==> config.mk <==
export PLATFORM = sky130hd
export DESIGN_NAME = alarm_clock_ctrl
export DESIGN_NICKNAME = d
export VERILOG_FILES = /design/src/rtl/clock_ctrl_pkg.sv /design/src/rtl/mod_counter.sv /design/src/rtl/alarm_clock_ctrl.sv
export SDC_FILE = /design/constraint.sdc
export NUM_CORES = 1
export LEC_CHECK = 0
export BUFFER_PORTS_ARGS = -buffer_cell sky130_fd_sc_hd__buf_2
export CORE_ASPECT_RATIO = 1.5
export CORE_MARGIN = 4
export CORE_UTILIZATION = 50
export CTS_CLUSTER_DIAMETER = 40
export CTS_CLUSTER_SIZE = 16
export DETAILED_ROUTE_END_ITERATION = 10
export GPL_ROUTABILITY_DRIVEN = 0
export PLACE_DENSITY = 0.8
export SLEW_MARGIN = 10
export SYNTH_ARGS = -nofsm -noshare
export SYNTH_HDL_FRONTEND = slang
export SYNTH_HIERARCHICAL = 1
export SYNTH_SLANG_ARGS = --single-unit
==> constraint.sdc <==
create_clock -name clk -period 5.2 [get_ports clk]
set_input_delay 0.52 -clock clk [delete_from_list [all_inputs] [get_ports clk]]
set_output_delay 0.52 -clock clk [all_outputs]
set_load 0.01 [all_outputs]
==> src/rtl/clock_ctrl_pkg.sv <==
// Shared widths, default limits and mode encodings for the alarm clock controller.
package clock_ctrl_pkg;

  localparam int unsigned HR_W           = 5;
  localparam int unsigned MIN_W          = 6;
  localparam int unsigned RING_W         = 6;
  localparam int unsigned HR_MAX_DEF     = 23;
  localparam int unsigned MIN_MAX_DEF    = 59;
  localparam int unsigned RING_SECS_DEF  = 60;
  localparam int unsigned SNOOZE_MIN_DEF = 5;

  typedef enum logic [2:0] {
    MODE_RUN         = 3'd0,
    MODE_SET_HR      = 3'd1,
    MODE_SET_MIN     = 3'd2,
    MODE_SET_ALM_HR  = 3'd3,
    MODE_SET_ALM_MIN = 3'd4
  } mode_e;

  typedef struct packed {
    logic [HR_W-1:0]  hr;
    logic [MIN_W-1:0] mn;
  } hm_t;

endpackage

==> src/rtl/mod_counter.sv <==
// Wrap-around counter 0..MAX with priority clear and a combinational carry-out.
module mod_counter #(
  parameter int unsigned WIDTH = 6,
  parameter int unsigned MAX   = 59
) (
  input  logic             clk,
  input  logic             rst_n,
  input  logic             clr_i,
  input  logic             inc_i,
  output logic [WIDTH-1:0] count_o,
  output logic             carry_c
);

  logic [WIDTH-1:0] count_q, count_d;
  logic             at_max;

  assign at_max  = (count_q == WIDTH'(MAX));
  assign carry_c = inc_i & at_max;
  assign count_o = count_q;

  always_comb begin
    count_d = count_q;
    if (clr_i) begin
      count_d = '0;
    end else if (inc_i) begin
      count_d = at_max ? '0 : count_q + WIDTH'(1);
    end
  end

  always_ff @(posedge clk or negedge rst_n) begin
    if (!rst_n) count_q <= '0;
    else        count_q <= count_d;
  end

endmodule

==> src/rtl/alarm_clock_ctrl.sv <==
// Mode FSM, timekeeping, alarm registers and ringing control for the clock datapath.
// Optional snooze support is built when SNOOZE_EN is defined.
module alarm_clock_ctrl
  import clock_ctrl_pkg::*;
#(
  parameter int unsigned HR_MAX     = HR_MAX_DEF,
  parameter int unsigned MIN_MAX    = MIN_MAX_DEF,
  parameter int unsigned RING_SECS  = RING_SECS_DEF,
  parameter int unsigned SNOOZE_MIN = SNOOZE_MIN_DEF
) (
  input  logic             clk,
  input  logic             rst_n,
  input  logic             tick,
  input  logic             btn_mode,
  input  logic             btn_inc,
  input  logic             btn_off,
  output logic [HR_W-1:0]  hr,
  output logic [MIN_W-1:0] min,
  output logic [MIN_W-1:0] sec,
  output logic [HR_W-1:0]  alm_hr,
  output logic [MIN_W-1:0] alm_min,
  output logic [2:0]       mode,
  output logic             alarm_en,
  output logic             ringing
);

  mode_e mode_q;
  logic  in_run, in_set_hr, in_set_min, in_alm_hr, in_alm_min;
  logic  time_run, inc_ok;
  logic  sec_inc, sec_clr, sec_carry, min_inc, min_carry, hr_inc;
  logic  hr_carry_unused, alm_hr_carry_unused, alm_min_carry_unused;
  hm_t   new_hm, alm_hm;
  logic  alarm_hit, trigger, en_toggle;

  logic              alarm_en_q, alarm_en_d;
  logic              ringing_q, ringing_d;
  logic [RING_W-1:0] ring_cnt_q, ring_cnt_d, ring_cnt_inc;

  // Mode sequencing; illegal encodings fall back to RUN
  always_ff @(posedge clk or negedge rst_n) begin
    if (!rst_n) begin
      mode_q <= MODE_RUN;
    end else begin
      case (mode_q)
        MODE_RUN:         if (btn_mode) mode_q <= MODE_SET_HR;
        MODE_SET_HR:      if (btn_mode) mode_q <= MODE_SET_MIN;
        MODE_SET_MIN:     if (btn_mode) mode_q <= MODE_SET_ALM_HR;
        MODE_SET_ALM_HR:  if (btn_mode) mode_q <= MODE_SET_ALM_MIN;
        MODE_SET_ALM_MIN: if (btn_mode) mode_q <= MODE_RUN;
        default:          mode_q <= MODE_RUN;
      endcase
    end
  end

  assign in_run     = (mode_q == MODE_RUN);
  assign in_set_hr  = (mode_q == MODE_SET_HR);
  assign in_set_min = (mode_q == MODE_SET_MIN);
  assign in_alm_hr  = (mode_q == MODE_SET_ALM_HR);
  assign in_alm_min = (mode_q == MODE_SET_ALM_MIN);
  assign time_run   = in_run | in_alm_hr | in_alm_min;
  assign inc_ok     = btn_inc & ~btn_mode;

  // Setting-mode increments never carry into the next field
  assign sec_inc = tick & time_run;
  assign sec_clr = btn_mode & in_set_min;
  assign min_inc = sec_carry | (in_set_min & inc_ok);
  assign hr_inc  = (min_carry & time_run) | (in_set_hr & inc_ok);

  mod_counter #(.WIDTH(MIN_W), .MAX(MIN_MAX)) u_sec (
    .clk(clk), .rst_n(rst_n), .clr_i(sec_clr), .inc_i(sec_inc),
    .count_o(sec), .carry_c(sec_carry)
  );

  mod_counter #(.WIDTH(MIN_W), .MAX(MIN_MAX)) u_min (
    .clk(clk), .rst_n(rst_n), .clr_i(1'b0), .inc_i(min_inc),
    .count_o(min), .carry_c(min_carry)
  );

  mod_counter #(.WIDTH(HR_W), .MAX(HR_MAX)) u_hr (
    .clk(clk), .rst_n(rst_n), .clr_i(1'b0), .inc_i(hr_inc),
    .count_o(hr), .carry_c(hr_carry_unused)
  );

  mod_counter #(.WIDTH(HR_W), .MAX(HR_MAX)) u_alm_hr (
    .clk(clk), .rst_n(rst_n), .clr_i(1'b0), .inc_i(in_alm_hr & inc_ok),
    .count_o(alm_hr), .carry_c(alm_hr_carry_unused)
  );

  mod_counter #(.WIDTH(MIN_W), .MAX(MIN_MAX)) u_alm_min (
    .clk(clk), .rst_n(rst_n), .clr_i(1'b0), .inc_i(in_alm_min & inc_ok),
    .count_o(alm_min), .carry_c(alm_min_carry_unused)
  );

  // {hr,min} as it will be after a seconds rollover
  always_comb begin
    new_hm.hr = hr;
    new_hm.mn = min + MIN_W'(1);
    if (min == MIN_W'(MIN_MAX)) begin
      new_hm.mn = '0;
      new_hm.hr = (hr == HR_W'(HR_MAX)) ? '0 : hr + HR_W'(1);
    end
  end

  assign alm_hm.hr    = alm_hr;
  assign alm_hm.mn    = alm_min;
  assign alarm_hit    = sec_carry & alarm_en_q & (new_hm == alm_hm);
  assign ring_cnt_inc = ring_cnt_q + RING_W'(1);

`ifdef SNOOZE_EN
  localparam int unsigned SUM_W = MIN_W + 1;

  logic             snooze, snz_hit;
  logic             snz_valid_q, snz_valid_d;
  hm_t              snz_q, snz_d, snz_target;
  logic [SUM_W-1:0] snz_sum;

  assign snooze  = in_run & inc_ok & ringing_q;
  assign snz_hit = snz_valid_q & sec_carry & alarm_en_q & (new_hm == snz_q);
  assign trigger = alarm_hit | snz_hit;
  assign en_toggle = in_run & inc_ok & ~ringing_q;
  assign snz_sum = {1'b0, min} + SUM_W'(SNOOZE_MIN);

  always_comb begin
    snz_target.hr = hr;
    snz_target.mn = MIN_W'(snz_sum);
    if (snz_sum > SUM_W'(MIN_MAX)) begin
      snz_target.mn = MIN_W'(snz_sum - SUM_W'(MIN_MAX + 1));
      snz_target.hr = (hr == HR_W'(HR_MAX)) ? '0 : hr + HR_W'(1);
    end
  end

  always_comb begin
    snz_valid_d = snz_valid_q;
    snz_d       = snz_q;
    if (snz_hit) snz_valid_d = 1'b0;
    if (snooze) begin
      snz_valid_d = 1'b1;
      snz_d       = snz_target;
    end
    if (btn_off || !alarm_en_d) snz_valid_d = 1'b0;
  end

  always_ff @(posedge clk or negedge rst_n) begin
    if (!rst_n) begin
      snz_valid_q <= 1'b0;
      snz_q       <= '0;
    end else begin
      snz_valid_q <= snz_valid_d;
      snz_q       <= snz_d;
    end
  end
`else
  assign trigger   = alarm_hit;
  assign en_toggle = in_run & inc_ok;
`endif

  // Ringing: set on a matching rollover, cleared by timeout, btn_off or disarm
  always_comb begin
    alarm_en_d = alarm_en_q ^ en_toggle;
    ringing_d  = ringing_q;
    ring_cnt_d = ring_cnt_q;
    if (ringing_q && tick) begin
      ring_cnt_d = ring_cnt_inc;
      if (ring_cnt_inc == RING_W'(RING_SECS)) ringing_d = 1'b0;
    end
    if (trigger) begin
      ringing_d  = 1'b1;
      ring_cnt_d = '0;
    end
`ifdef SNOOZE_EN
    if (snooze) ringing_d = 1'b0;
`endif
    if (btn_off || !alarm_en_d) ringing_d = 1'b0;
  end

  always_ff @(posedge clk or negedge rst_n) begin
    if (!rst_n) begin
      alarm_en_q <= 1'b0;
      ringing_q  <= 1'b0;
      ring_cnt_q <= '0;
    end else begin
      alarm_en_q <= alarm_en_d;
      ringing_q  <= ringing_d;
      ring_cnt_q <= ring_cnt_d;
    end
  end

  assign mode     = mode_q;
  assign alarm_en = alarm_en_q;
  assign ringing  = ringing_q;

endmodule
==> impl_metrics.tcl <==
set metrics [dict create \
    status "finished clean" \
    switchingPower_mw 0.340 \
    grt_overflow_total 0 \
    path_cells "nand2_1 -> nor2_1 -> o21a_1 -> nand2_1 -> nor2b_1 -> a31o_2 -> nand2_1 -> nor2b_1 -> mux2i_1 -> o21ai_0 -> nand4_1 -> mux2i_1" \
    p_int_mw 0.559 \
    cts_htree_levels 2 \
    wl_per_cell_um 13.8 \
    power_mw 0.898 \
    reg2reg_slack_ns 2.23 \
    dieArea_um2 6260 \
    insertion_delay_ns 0.29 \
    hold_path.class "input port to async pin" \
    cts_buffers 5 \
    syn_area_per_cell_um2 9.51 \
    ir_worst_vdd_v 0.000254 \
    cp.arrival_ns 3.14 \
    die_x_um 66.0 \
    tightestPinTransition_ns 0.852 \
    timing.final.crit_share_pct 57.1 \
    cap_violations 0 \
    seq_area_um2 976 \
    path_clk_slew_ns 0.08 \
    multi_input_area_um2 1580 \
    clkSinkCount 39 \
    slew_headroom_pct 43.2 \
    cp_slowest_cell "o21ai_0" \
    io_pins 39 \
    power_frac_comb_pct 31.0 \
    dieHeight_um 94.9 \
    fin_nets 344 \
    cts_tree "done" \
    syn2layout_area_growth_pct 16.6 \
    ys_warn_count 6 \
    antenna_found_initial 0 \
    power_frac_seq_pct 47.1 \
    rsz0062_at_grt "no" \
    hpwl_mm 4.03 \
    num_antenna_cells 0 \
    grt_pass1_wl_mm 9.50 \
    slew_violations 0 \
    grt_pass1_vias 2135 \
    worst-r2r-cell-count 12 \
    finalClockSkew_ns 0.00735 \
    drt-initial-drc-count 61 \
    detail_route.first_pass.iterations 4 \
    p_clk_share_pct 21.9 \
    setup_viol 0 \
    start_util_pct 52.0 \
    crit_required_ns 5.38 \
    vias 2139 \
    drc_errors 0 \
    power.density_nw_per_um2 306 \
    io_buffer_count 38 \
    startpoint_type "register" \
    cp-end-kind "register" \
    root_buffer "clkbuf_8" \
    synthCells 265 \
    drive_above_1_share_pct 17.2 \
    p_sw_share_pct 37.8 \
    vias_per_cell 5.39 \
    path_common_cell "nand2_1" \
    crit_fanout 8 \
    cts_buffer_depth 2 \
    rr_endpoint "u_hr/count_o[3]" \
    fillers 444 \
    hold_violations 0 \
    cts_resized 0 \
    p_leak_nw 1.42 \
    postCtsHoldBufs 0 \
    rows 31 \
    grtUsageTotal_pct 19.2 \
    max_freq_mhz 337 \
    drt-total-wl_mm 5.47 \
    core_um2 4850 \
    rr_startpoint "mode[0]" \
    slowest_delay_ns 0.64 \
    antenna_left 0 \
    fin_crit_ns 2.97 \
    fin_setup_tns_ns 0 \
    crit_type "register to register" \
    postCtsSetupBuffers 0 \
    grt_max_degree 40 \
    mappedNetlistArea_um2 2520 \
]
-- metrics by stage --
stage / utilization (%) / area, µm² / setup WS [ns] / hold slack [ns] / std cells
finish: 60.6 / 2940 / 2.23 / 0.336 / 397
global route: 60.6 / 2940 / 1.85 / 0.417 / 397
CTS: 60.6 / 2940 / 2.21 / 0.370 / 397
detailed placement: 58.9 / 2860 / 2.24 / 0.540 / 389
global placement: 58.9 / 2860 / 2.34 / 0.537 / 389
floorplan: - / 2610 / 2.75 / 0.224 / 290
-- power groups by stage --
stage / Clock, mW / Sequential [mW] / Combinational [mW]
2_1_floorplan: 0 / 0.428 / 0.178
3_3_place_gp: 0 / 0.424 / 0.275
3_5_place_dp: 0 / 0.427 / 0.277
4_1_cts: 0.202 / 0.422 / 0.280
5_1_grt: 0.217 / 0.434 / 0.315
6_report: 0.197 / 0.423 / 0.278
-- placed cells by master (no fill, tap or decap), drive strengths merged, types with 4 or more instances in the layout --
master and count:
inv 7, o21ai 12, conb 26, and4b 4, nand3 21, a22o 4, a21oi 14, clkbuf 7
xnor2 10, mux2i 14, o311ai 6, nor2 23, dfrtp 39, ha 8, xor2 9, nand2 25
nor2b 7, nand2b 5, nand4 6, and3 5, buf 39
-- worst max path at each step --
stage	start	end	slack, ns
global placement	mode[0]	u_hr/count_o[3]	2.34
floorplan	mode[0]	u_hr/count_o[3]	2.75
finish	mode[0]	u_hr/count_o[3]	2.23
detailed placement	mode[0]	u_hr/count_o[3]	2.24
global route	mode[0]	u_hr/count_o[3]	1.85
CTS	mode[0]	u_hr/count_o[3]	2.21
-- per-layer routing --
metal	vias up	GRT usage [%]	wire, µm	share of wire [%]
met5	-	0	0	0
met4	0	6.61	82	1.5
met3	8	3.45	180	3.3
met2	36	34.2	2820	52
met1	1008	22.8	2380	44
li1	1087	-	-	-
-- area by class of cell --
cell class	count	share of cell area [%]
well taps	66	2.81
multi-input cells	238	53.6
clock inverters	1	0.170
inverters	7	0.894
flip-flops and latches	39	33.2
repair buffers	39	6.73
clock buffers	7	2.60
-- registers in the layout, summed over array words and instances, names as in the netlist --
| register | count |
|---|---|
| alarm_en | 1 |
| mode | 3 |
| ring_cnt_q | 6 |
| ringing | 1 |
| u_alm_hr/count_o | 5 |
| u_alm_min/count_o | 6 |
| u_hr/count_o | 5 |
| u_min/count_o | 6 |
| u_sec/count_o | 6 |
-- worst max-delay path: cells and delay by family, from the launching register on --
family	cells	cell delay, ns
compound gates	3	1.06
flops	1	0.49
mux	2	0.24
simple gates	7	1.06
(Power assumes the default switching activity.)
